## config.mk

```make
export PLATFORM = sky130hd
export DESIGN_NAME = fan_ramp_ctrl
export DESIGN_NICKNAME = d
export VERILOG_FILES = /design/src/rtl/fan_ctrl_pkg.sv /design/src/rtl/fan_pwm_gen.sv /design/src/rtl/fan_ramp_ctrl.sv
export SDC_FILE = /design/constraint.sdc
export NUM_CORES = 1
export LEC_CHECK = 0
export CORE_MARGIN = 2
export CORE_UTILIZATION = 46
export DETAILED_ROUTE_END_ITERATION = 8
export PLACE_DENSITY = 0.68
export SYNTH_ARGS = -nofsm -noshare
export SYNTH_HDL_FRONTEND = slang
export SYNTH_SLANG_ARGS = --single-unit
```

## constraint.sdc

```tcl
create_clock -name i_clk -period 4 [get_ports i_clk]
set_clock_uncertainty 0.05 [all_clocks]
set_input_delay 0.6 -clock i_clk [delete_from_list [all_inputs] [get_ports i_clk]]
set_output_delay 0.6 -clock i_clk [all_outputs]
set_load 0.05 [all_outputs]
```

## src/rtl/fan_ctrl_pkg.sv

```systemverilog
// Shared definitions for the fan motor sequencer: stage and ramp-state encodings,
// default duty table and the auto-off timer presets.
package fan_ctrl_pkg;

    typedef enum logic [1:0] {
        STAGE_OFF = 2'd0,
        STAGE_1   = 2'd1,
        STAGE_2   = 2'd2,
        STAGE_3   = 2'd3
    } stage_e;

    typedef enum logic [1:0] {
        ST_IDLE      = 2'd0,
        ST_RAMP_UP   = 2'd1,
        ST_RAMP_DOWN = 2'd2,
        ST_HOLD      = 2'd3
    } ramp_state_e;

    localparam int DEF_CNT_W     = 10;
    localparam int DEF_DUTY_S1   = 300;
    localparam int DEF_DUTY_S2   = 600;
    localparam int DEF_DUTY_S3   = 900;
    localparam int DEF_RAMP_STEP = 16;
    localparam int DEF_TIMER_W   = 9;

    localparam int PRESET_A_SEC = 60;
    localparam int PRESET_B_SEC = 180;
    localparam int PRESET_C_SEC = 300;

    // Preset index 0 means "timer off"; indices 1..3 walk through the presets.
    function automatic int unsigned timer_preset(input logic [1:0] idx);
        case (idx)
            2'd1:    return PRESET_A_SEC;
            2'd2:    return PRESET_B_SEC;
            2'd3:    return PRESET_C_SEC;
            default: return 0;
        endcase
    endfunction

endpackage

```

## src/rtl/fan_pwm_gen.sv

```systemverilog
// Free-running PWM counter advanced by a tick strobe; the output is registered
// and high while the counter is below the requested duty.
module fan_pwm_gen #(
    parameter int CNT_W = 10
) (
    input  logic             i_clk,
    input  logic             i_reset,
    input  logic             i_tick,
    input  logic [CNT_W-1:0] i_duty,
    output logic             o_pwm
);

    logic [CNT_W-1:0] cnt;

    // Counter wraps naturally from all-ones back to zero.
    always_ff @(posedge i_clk or posedge i_reset) begin
        if (i_reset) begin
            cnt   <= '0;
            o_pwm <= 1'b0;
        end else begin
            if (i_tick) cnt <= cnt + CNT_W'(1);
            o_pwm <= (cnt < i_duty);
        end
    end

endmodule

```

## src/rtl/fan_ramp_ctrl.sv

```systemverilog
// Fan motor sequencer: captures stage requests, soft-ramps the PWM duty toward the
// stage level and drives the motor PWM. Optional auto-off timer under FAN_AUTO_OFF_EN.
module fan_ramp_ctrl
    import fan_ctrl_pkg::*;
#(
    parameter int CNT_W     = DEF_CNT_W,
    parameter int DUTY_S1   = DEF_DUTY_S1,
    parameter int DUTY_S2   = DEF_DUTY_S2,
    parameter int DUTY_S3   = DEF_DUTY_S3,
    parameter int RAMP_STEP = DEF_RAMP_STEP,
    parameter int TIMER_W   = DEF_TIMER_W
) (
    input  logic               i_clk,
    input  logic               i_reset,
    input  logic               i_pwm_tick,
    input  logic               i_ramp_tick,
    input  logic               i_req_valid,
    input  logic [1:0]         i_stage_req,
    input  logic               i_timer_btn,
    input  logic               i_sec_tick,
    output logic               o_motor,
    output logic [1:0]         o_stage,
    output logic [CNT_W-1:0]   o_duty,
    output logic               o_ramping,
    output logic [TIMER_W-1:0] o_timer_remain
);

    localparam int AW = CNT_W + 1;

    ramp_state_e        state, state_nxt;
    logic [CNT_W-1:0]   duty, duty_nxt;
    logic [1:0]         stage;
    logic [CNT_W-1:0]   target, req_target;
    logic               req_any;
    logic [1:0]         req_stage;
    logic               timer_expire;
    logic [TIMER_W-1:0] remain;
    logic [AW-1:0]      up_sum, dn_diff;
    logic [CNT_W-1:0]   up_val, dn_val;

    function automatic logic [CNT_W-1:0] stage_duty(input logic [1:0] s);
        case (s)
            STAGE_1: return CNT_W'(DUTY_S1);
            STAGE_2: return CNT_W'(DUTY_S2);
            STAGE_3: return CNT_W'(DUTY_S3);
            default: return '0;
        endcase
    endfunction

`ifdef FAN_AUTO_OFF_EN
    logic [1:0] preset_idx;
    logic [1:0] idx_nxt;
    logic       ext_off;
    logic       btn_load;

    assign idx_nxt  = preset_idx + 2'd1;
    assign ext_off  = i_req_valid && (i_stage_req == STAGE_OFF);
    assign btn_load = i_timer_btn && (stage != STAGE_OFF) && !ext_off;
    assign timer_expire = i_sec_tick && (remain == TIMER_W'(1)) && !btn_load && !ext_off;

    // Turning the fan off externally also cancels any pending countdown.
    always_ff @(posedge i_clk or posedge i_reset) begin
        if (i_reset) begin
            remain     <= '0;
            preset_idx <= 2'd0;
        end else if (ext_off) begin
            remain     <= '0;
            preset_idx <= 2'd0;
        end else if (btn_load) begin
            preset_idx <= idx_nxt;
            remain     <= TIMER_W'(timer_preset(idx_nxt));
        end else if (i_sec_tick && (remain != '0)) begin
            remain <= remain - TIMER_W'(1);
            if (remain == TIMER_W'(1)) preset_idx <= 2'd0;
        end
    end
`else
    logic unused_timer_inputs;
    assign unused_timer_inputs = i_timer_btn ^ i_sec_tick;
    assign timer_expire = 1'b0;
    assign remain       = '0;
`endif

    // External requests take priority over an auto-off expiry in the same cycle.
    always_comb begin
        req_any   = i_req_valid;
        req_stage = i_stage_req;
        if (!i_req_valid && timer_expire) begin
            req_any   = 1'b1;
            req_stage = STAGE_OFF;
        end
    end

    assign target     = stage_duty(stage);
    assign req_target = stage_duty(req_stage);

    // Steps are computed one bit wider so the clamps see true over/underflow.
    assign up_sum  = {1'b0, duty} + AW'(RAMP_STEP);
    assign dn_diff = {1'b0, duty} - AW'(RAMP_STEP);
    assign up_val  = (up_sum > {1'b0, target}) ? target : up_sum[CNT_W-1:0];
    assign dn_val  = (dn_diff[CNT_W] || (dn_diff[CNT_W-1:0] < target)) ? target
                                                                        : dn_diff[CNT_W-1:0];

    always_ff @(posedge i_clk or posedge i_reset) begin
        if (i_reset) begin
            state <= ST_IDLE;
            duty  <= '0;
            stage <= STAGE_OFF;
        end else begin
            state <= state_nxt;
            duty  <= duty_nxt;
            if (req_any) stage <= req_stage;
        end
    end

    // A request picks the direction from the new target; the step itself waits a cycle.
    always_comb begin
        state_nxt = state;
        duty_nxt  = duty;
        if (req_any) begin
            if (req_target > duty)
                state_nxt = ST_RAMP_UP;
            else if (req_target < duty)
                state_nxt = ST_RAMP_DOWN;
            else
                state_nxt = (req_target == '0) ? ST_IDLE : ST_HOLD;
        end else if (i_ramp_tick) begin
            case (state)
                ST_RAMP_UP: begin
                    duty_nxt = up_val;
                    if (up_val == target) state_nxt = ST_HOLD;
                end
                ST_RAMP_DOWN: begin
                    duty_nxt = dn_val;
                    if (dn_val == target) state_nxt = (target == '0) ? ST_IDLE : ST_HOLD;
                end
                default: ;
            endcase
        end
    end

    always_comb begin
        o_ramping = (state == ST_RAMP_UP) || (state == ST_RAMP_DOWN);
    end

    fan_pwm_gen #(
        .CNT_W (CNT_W)
    ) u_pwm (
        .i_clk   (i_clk),
        .i_reset (i_reset),
        .i_tick  (i_pwm_tick),
        .i_duty  (duty),
        .o_pwm   (o_motor)
    );

    assign o_stage        = stage;
    assign o_duty         = duty;
    assign o_timer_remain = remain;

endmodule

```

==> flow_summary.yaml, run 1 <==
clock_tree:
  clk_pin_slew_ps: 100
  h-tree-depth: 1
  clock-sinks: 25
  cts_resized: 0
  cts_buffers: 3
  post_cts.repair.setup_buffers: 0
  cts_tree: "yes"
  cts_buffer_depth: 2
  clk_root_buffer_cell: "clkbuf_8"
  insertion_delay_ps: 290
  holdBufCountCts: 0
place:
  port-buffer-count: 20
  place_ws_ps: 265
  dp_cells: 403
  dpl.hpwl_microns: 5270
  gp_congestion: 0.951
layout:
  antenna_cells: 0
  layout.cells.non_filler: 407
  layout_common_cells: "ha_1, inv_1, dfrtp_1"
  mostFrequentLayoutCell: "ha_1"
  area_delta_synth_final_pct: 10.4
  final_net_count: 386
  fillers: 577
  layout-drive-gt1-share: 0.0753
synth:
  syn_area_per_cell_sq_um: 8.76
  synth_warnings: 0
  synthCells: 312
  ys.flop_type: "dfrtp_1"
  synthDominantCellAreaShare: 0.229
  netlist_area_sq_um: 2730
  async_reset_ff_frac: 1.00
  synth_edf_count: 0
  yosys.cell_types.count: 64
  ys_seq_area_frac: 0.229
  ys_ff_latch: 25
  synth_top_area_cell: "dfrtp_1"
  synth.area.top_cells: "dfrtp_1, ha_1, xnor2_1"
sta:
  period_share: 0.915
  hold_violations: 0
  min_period_ps: 3660
  rsz0062_at_grt: "false"
  slew_headroom: 0.273
  fin_ws_ps: 341
  finalSetupTns_ps: 0
  setup_viol: 0
  worst_pin_slew_ps: 1090
  slew_violations: 0
  max_freq_mhz: 273
worst_hold_path:
  whs_path_depth: 1
  hp-class: "reg2reg"
  min-delay-start: "u_pwm.cnt[8]"
  holdPathEnd: "u_pwm.cnt[8]"
floorplanning:
  rows: 28
  core_area_sq_um: 5820
  die_x_microns: 81.1
  dieArea_sq_um: 6580
  fp.dieH_microns: 81.1
  ioPinCount: 32
  initial_core_util: 0.470
pwr:
  total_power_uw: 2540
  peakVddDrop_uv: 354
  p_per_area_nw_per_um2: 841
  leakage_uw: 0.00141
setup_path:
  cp.depth: 13
  crit_path_end_kind: "flip-flop"
  worstReg2RegStart: "o_stage[0]"
  critPathMaxStageDelay_ps: 490
  start_kind: "flip-flop"
  critical_path_class: "reg2reg"
  cp_max_fo: 5
  path_delay_family: "compound AO/OA/AOI/OAI gates"
  crit_path_top_delay_cell: "a31oi_1"
  cp.arrival_ps: 3790
  r2r_end: "o_duty[0]"
  path_cells: "inv_1 -> ha_1 -> inv_1 -> a21oi_1 -> inv_1 -> ha_1 -> nand3_1 -> a21oi_1 -> a41oi_1 -> a21o_1 -> a31oi_1 -> nand2_1 -> and2_1"
  reg2reg_depth: 13
  crit_top_cell: "inv_1"
  cp-startpoint: "o_stage[0]"
  worst-path-buf-inv: 3
  rrSetupSlack_ps: 340
  critPathRequiredTime_ps: 4130
global_route:
  grt_use_total: 0.219
  grt_pass1_vias: 2294
  antenna_found_initial: 0
  grt_pass1_wl_microns: 11000
  grt_max_degree: 26
  globalRouteOverflowTotal: 0
detailed_routing:
  wire_per_inst_microns: 16.5
  drtAntennaViolNets: 0
  drt_iter0_drc: 170
  vias: 2346
  first_pass_iters: 4
  route.detailed.drc: 0
  drt_wl_total_microns: 6740
  viasPerCell: 5.76
outcome:
  status: "completed"
job:
  cap_viol_max_count: 0
final cells by class:
type	instances	area (sq um)	share of cell area
well taps	75	93.8	0.0311
multi-input cells	247	1900	0.629
flip-flops and latches	25	626	0.207
repair buffers	24	230	0.0763
clock inverters	1	8.76	0.00290
inverters	32	120	0.0398
clock buffers	3	41.3	0.0137
Yosys cell counts, drive strengths merged, types with 2 or more instances:
cell,count
nand3,8
o211ai,11
a31oi,4
nand2,24
nand3b,3
and2,4
a21boi,2
o21a,2
o21ai,13
o311a,2
clkbuf,3
a21o,6
and3,7
inv,32
nor3,6
a21oi,17
dfrtp,25
nor4,2
nand4,8
a221o,2
ha,44
a211oi,3
mux2i,6
nor2,18
or4,2
xor2,3
buf,13
xnor2,16
or3b,2
nand2b,2
a41oi,2
cells by family (layout without fill, tap and decap cells):
kind of cell             Yosys count  after routing  share of synthesized area
AND/OR/NAND/NOR                   90             90                      0.175
AO/OA/AOI/OAI                     77             77                      0.208
buffers and inverters             48             60                     0.0874
adder cells (fa/ha/maj)           44             44                      0.201
flip-flops                        25             25                      0.229
XOR/XNOR                          20             20                     0.0719
multiplexers                       7              7                     0.0261
other                              1              9                    0.00137
worst max-delay path by stage:
| stage | to | slack, ps |
|---|---|---|
| 2_1_floorplan | state[1] | 740 |
| 3_3_place_gp | state[0] | 370 |
| 3_5_place_dp | state[0] | 260 |
| 4_1_cts | o_duty[0] | 410 |
| 5_1_grt | o_duty[0] | 40 |
| 6_report | o_duty[0] | 340 |
layer usage:
| metal | track usage | part of all wire |
|---|---|---|
| met4 | 0.0949 | 0.027 |
| met5 | 0 | 0 |
| met3 | 0.0311 | 0.048 |
| met1 | 0.270 | 0.45 |
| met2 | 0.380 | 0.48 |
power by group:
group	internal, uW	switching, uW	total (uW)
sequential	344	165	509
clock	73.4	99.3	173
combinational	733	1120	1860
total	1150	1390	2540
registers in the layout (all words and copies together), names as in the netlist:
signal,count
state,2
u_pwm.cnt,10
o_stage,2
u_pwm.o_pwm,1
o_duty,10
metrics by stage:
step,cell area (sq um),util,hold slack [ps]
final,3020,0.519,446
after global routing,3020,0.519,466
after CTS,3020,0.519,439
after detailed placement,2970,0.511,421
after global placement,2970,0.511,420
after floorplan,2760,-,399
Note: power is estimated with default switching activity, not from simulation.
==> inputs of run 2 (changes only) <==
- CORE_MARGIN: 2 -> default
==> flow_summary.yaml, run 2 (same netlist as run 1, synthesis figures left out) <==
outcome:
  status: "completed"
pwr:
  internal-power_uw: 1140
  p_comb_frac: 0.730
  total_power_uw: 2540
  power.share.clock: 0.070
  p_seq_frac: 0.200
  swShare: 0.551
  p_per_area_nw_per_um2: 845
  peakVddDrop_uv: 438
  p_sw_uw: 1400
  leakage_uw: 0.00141
clock_tree:
  clk_root_buffer_cell: "clkbuf_8"
  clk_pin_slew_ps: 110
  post_cts.repair.setup_buffers: 0
  clock-sinks: 25
  h-tree-depth: 1
  holdBufCountCts: 0
  cts_tree: "yes"
  cts_buffers: 3
  cts_buffer_depth: 2
  insertion_delay_ps: 290
  cts_resized: 0
setup_path:
  worst-path-buf-inv: 3
  crit_path_top_delay_cell: "clkdlybuf4s50_1"
  path_cells: "clkdlybuf4s50_1 -> inv_1 -> ha_1 -> nor2_1 -> nor2_1 -> ha_1 -> nand4_1 -> nor4_1 -> a2111oi_0 -> buf_4 -> a221o_1 -> or4_1 -> nand3b_1"
  start_kind: "input pin"
  path_delay_family: "simple AND/OR/NAND/NOR gates"
  cp_max_fo: 6
  crit_path_end_kind: "flip-flop"
  rrSetupSlack_ps: 480
  worstReg2RegStart: "o_duty[4]"
  reg2reg_depth: 14
  critPathRequiredTime_ps: 4180
  critical_path_class: "in2reg"
  cp.arrival_ps: 3770
  r2r_end: "o_duty[0]"
  cp.depth: 13
  critPathMaxStageDelay_ps: 580
global_route:
  antenna_found_initial: 0
  globalRouteOverflowTotal: 0
  met2_usage: 0.409
  grt_use_total: 0.231
  grt_pass1_wl_microns: 11300
  grt_max_degree: 26
  met1_usage: 0.285
  grt_pass1_vias: 2372
  grtUsageMet3: 0.0310
  grt.busiest_layer: "met2"
worst_hold_path:
  whs_path_depth: 1
  min-delay-start: "u_pwm.cnt[9]"
  holdPathEnd: "u_pwm.cnt[9]"
  hp-class: "reg2reg"
detailed_routing:
  route.detailed.drc: 0
  viasPerCell: 5.95
  drtAntennaViolNets: 0
  drt_iter0_drc: 150
  wire_per_inst_microns: 16.7
  drt_wl_total_microns: 6720
  vias: 2397
  first_pass_iters: 4
layout:
  layout-drive-gt1-share: 0.0725
  fillers: 559
  layout_common_cells: "ha_1, inv_1, dfrtp_1"
  area_delta_synth_final_pct: 10.0
  mostFrequentLayoutCell: "ha_1"
  antenna_cells: 0
  final_net_count: 385
floorplanning:
  fp.dieH_microns: 79.1
  rows: 27
  ioPinCount: 32
  dieArea_sq_um: 6260
  die_x_microns: 79.1
  initial_core_util: 0.488
  core_area_sq_um: 5610
sta:
  hold_violations: 0
  period_share: 0.897
  slew_violations: 0
  rsz0062_at_grt: "false"
  slew_headroom: 0.306
  finalSetupTns_ps: 0
  whs_ps: 437
  worst_pin_slew_ps: 1040
  setup_viol: 0
  min_period_ps: 3590
  max_freq_mhz: 279
  fin_ws_ps: 411
place:
  dpl.hpwl_microns: 5350
  gp_congestion: 0.973
  port-buffer-count: 20
  place_ws_ps: 136
job:
  cap_viol_max_count: 0
==> run 2: per-layer routing <==
layer / up-vias / wire [microns]
li1: 1154 / -
met1: 1146 / 2930
met2: 79 / 3330
met3: 18 / 281
met4: 0 / 176
met5: - / 0
==> run 2: stage by stage <==
step           instances   util  area, sq um
3_3_place_gp         399  0.527         2960
3_5_place_dp         399  0.527         2960
2_1_floorplan        320      -         2760
5_1_grt              403  0.536         3010
6_report             403  0.536         3010
4_1_cts              403  0.536         3010
==> run 2: worst register-to-register path, cell delays in order (launching register included) <==
cell and delay, ps:
dfrtp_1 490, inv_1 240, ha_1 270, nand2b_4 80, or3_4 350, and2_2 210
inv_1 60, ha_1 210, nand2_1 90, o21ai_0 170, o21ai_2 150, a21oi_1 90
a31oi_1 460, nand2_1 270, and2_1 240
==> run 2: power by group through the flow <==
stage | clock (uW) | combinational, uW | sequential, uW
global placement | 0 | 1790 | 510
global route | 186 | 2050 | 525
floorplan | 0 | 1290 | 606
finish | 178 | 1860 | 507
CTS | 182 | 1840 | 507
detailed placement | 0 | 1830 | 513
==> run 2: final cells by class <==
cell class | count | area (sq um) | share of cell area
Clock buffer | 3 | 41.3 | 0.0137
Clock inverter | 1 | 8.76 | 0.00291
Inverter | 32 | 120 | 0.0399
Multi-Input combinational cell | 247 | 1900 | 0.631
Sequential cell | 25 | 626 | 0.208
Tap cell | 72 | 90.1 | 0.0300
Timing Repair Buffer | 23 | 223 | 0.0740
==> run 2: worst max path at each step <==
stage                              start        to  slack (ps)
after floorplan                o_duty[4]  state[1]         740
after global placement    i_stage_req[1]  state[0]         370
after detailed placement  i_stage_req[1]  state[0]         140
after CTS                 i_stage_req[1]  state[0]         440
after global routing      i_stage_req[1]  state[0]         210
final                     i_stage_req[1]  state[0]         410
==> inputs of run 3 (changes only) <==
- RECOVER_POWER: default -> 25
==> flow_summary.yaml, run 3 (same netlist as run 1, synthesis figures left out) <==
outcome:
  status: "completed"
global_route:
  grt_max_degree: 26
  antenna_found_initial: 0
  grt_pass1_wl_microns: 11300
  globalRouteOverflowTotal: 0
  grt_use_total: 0.231
  grt_pass1_vias: 2372
floorplanning:
  initial_core_util: 0.488
  die_x_microns: 79.1
  dieArea_sq_um: 6260
  ioPinCount: 32
  fp.dieH_microns: 79.1
  rows: 27
  core_area_sq_um: 5610
layout:
  layout.cells.non_filler: 403
  seq_area_sq_um: 626
  area_delta_synth_final_pct: 10.0
  mostFrequentLayoutCell: "ha_1"
  fillers: 559
  antenna_cells: 0
  final_net_count: 385
  layout-drive-gt1-share: 0.0725
  multi_input_area_sq_um: 1900
  layout_common_cells: "ha_1, inv_1, dfrtp_1"
setup_path:
  critical_path_class: "in2reg"
  path_cells: "clkdlybuf4s50_1 -> inv_1 -> ha_1 -> nor2_1 -> nor2_1 -> ha_1 -> nand4_1 -> nor4_1 -> a2111oi_0 -> buf_4 -> a221o_1 -> or4_1 -> nand3b_1"
  worstReg2RegStart: "o_duty[4]"
  cp_max_fo: 6
  rrSetupSlack_ps: 480
  start_kind: "input pin"
  cp.arrival_ps: 3770
  crit_path_end_kind: "flip-flop"
  reg2reg_depth: 14
  crit_path_top_delay_cell: "clkdlybuf4s50_1"
  critPathMaxStageDelay_ps: 580
  critPathRequiredTime_ps: 4180
  cp-startpoint: "i_stage_req[1]"
  r2r_end: "o_duty[0]"
worst_hold_path:
  whs_path_depth: 1
  holdPathEnd: "u_pwm.cnt[9]"
  min-delay-start: "u_pwm.cnt[9]"
  hp-class: "reg2reg"
sta:
  slew_violations: 0
  finalSetupTns_ps: 0
  setup_viol: 0
  min_period_ps: 3590
  hold_violations: 0
  worst_pin_slew_ps: 1040
  max_freq_mhz: 279
  fin_ws_ps: 411
  period_share: 0.897
  rsz0062_at_grt: "false"
  slew_headroom: 0.306
detailed_routing:
  drtAntennaViolNets: 0
  drt_wl_total_microns: 6720
  route.detailed.drc: 0
  wire_per_inst_microns: 16.7
  vias: 2397
  viasPerCell: 5.95
  first_pass_iters: 4
  drt_iter0_drc: 150
clock_tree:
  h-tree-depth: 1
  cts_buffers: 3
  cts_buffer_depth: 2
  cts_tree: "yes"
  clock-sinks: 25
  clk_root_buffer_cell: "clkbuf_8"
  clk_pin_slew_ps: 110
  post_cts.repair.setup_buffers: 0
  holdBufCountCts: 0
  cts_resized: 0
  insertion_delay_ps: 290
pwr:
  p_per_area_nw_per_um2: 845
  leakage_uw: 0.00141
  peakVddDrop_uv: 438
  total_power_uw: 2540
place:
  dpl.hpwl_microns: 5350
  port-buffer-count: 20
  gp_congestion: 0.973
  place_ws_ps: 136
  dp_cells: 399
job:
  cap_viol_max_count: 0
-- run 3: cell types whose count changed in the layout (fill, tap and decap cells not counted) --
cell | previous run | this run
dlygate4sd3_1 | 0 | 3
clkdlybuf4s50_1 | 20 | 17
-- run 3: where the power goes --
group | switching [uW] | leakage, uW | total (uW) | internal, uW
Clock | 104 | 0.0000261 | 178 | 73.5
Sequential | 164 | 0.000303 | 507 | 344
Combinational | 1130 | 0.00108 | 1860 | 724
-- run 3: worst max path at each step --
stage,to,depth (start not counted)
after floorplan,state[1],13
after global placement,state[0],13
after detailed placement,state[0],13
after CTS,state[0],13
after global routing,state[0],13
final,state[0],13
-- run 3: cell type report --
| type | count | area share |
|---|---|---|
| multi-input combinational | 247 | 0.631 |
| sequential | 25 | 0.208 |
| timing repair buffer | 23 | 0.0740 |
| inverter | 32 | 0.0399 |
| tap | 72 | 0.0300 |
| clock buffer | 3 | 0.0137 |
| clock inverter | 1 | 0.00291 |
-- run 3: per-layer routing --
metal / part of all wire / wire length (microns) / track usage
met1: 0.44 / 2930 / 0.285
met2: 0.50 / 3330 / 0.409
met3: 0.042 / 281 / 0.0310
met4: 0.026 / 176 / 0.0836
met5: 0 / 0 / 0
-- run 3: through the flow --
| stage | hold slack, ps | cell area (sq um) | util |
|---|---|---|---|
| floorplan | 399 | 2760 | - |
| global placement | 418 | 2960 | 0.527 |
| detailed placement | 417 | 2960 | 0.527 |
| CTS | 437 | 3010 | 0.536 |
| global route | 455 | 3010 | 0.536 |
| finish | 437 | 3010 | 0.536 |
-- run 3: critical path, delay by kind of cell --
family	cells	cell delay, ps
AOI/OAI and AO/OA	2	510
adders and majority gates	2	500
buffers and inverters	3	860
and+or+nand+nor	6	1300
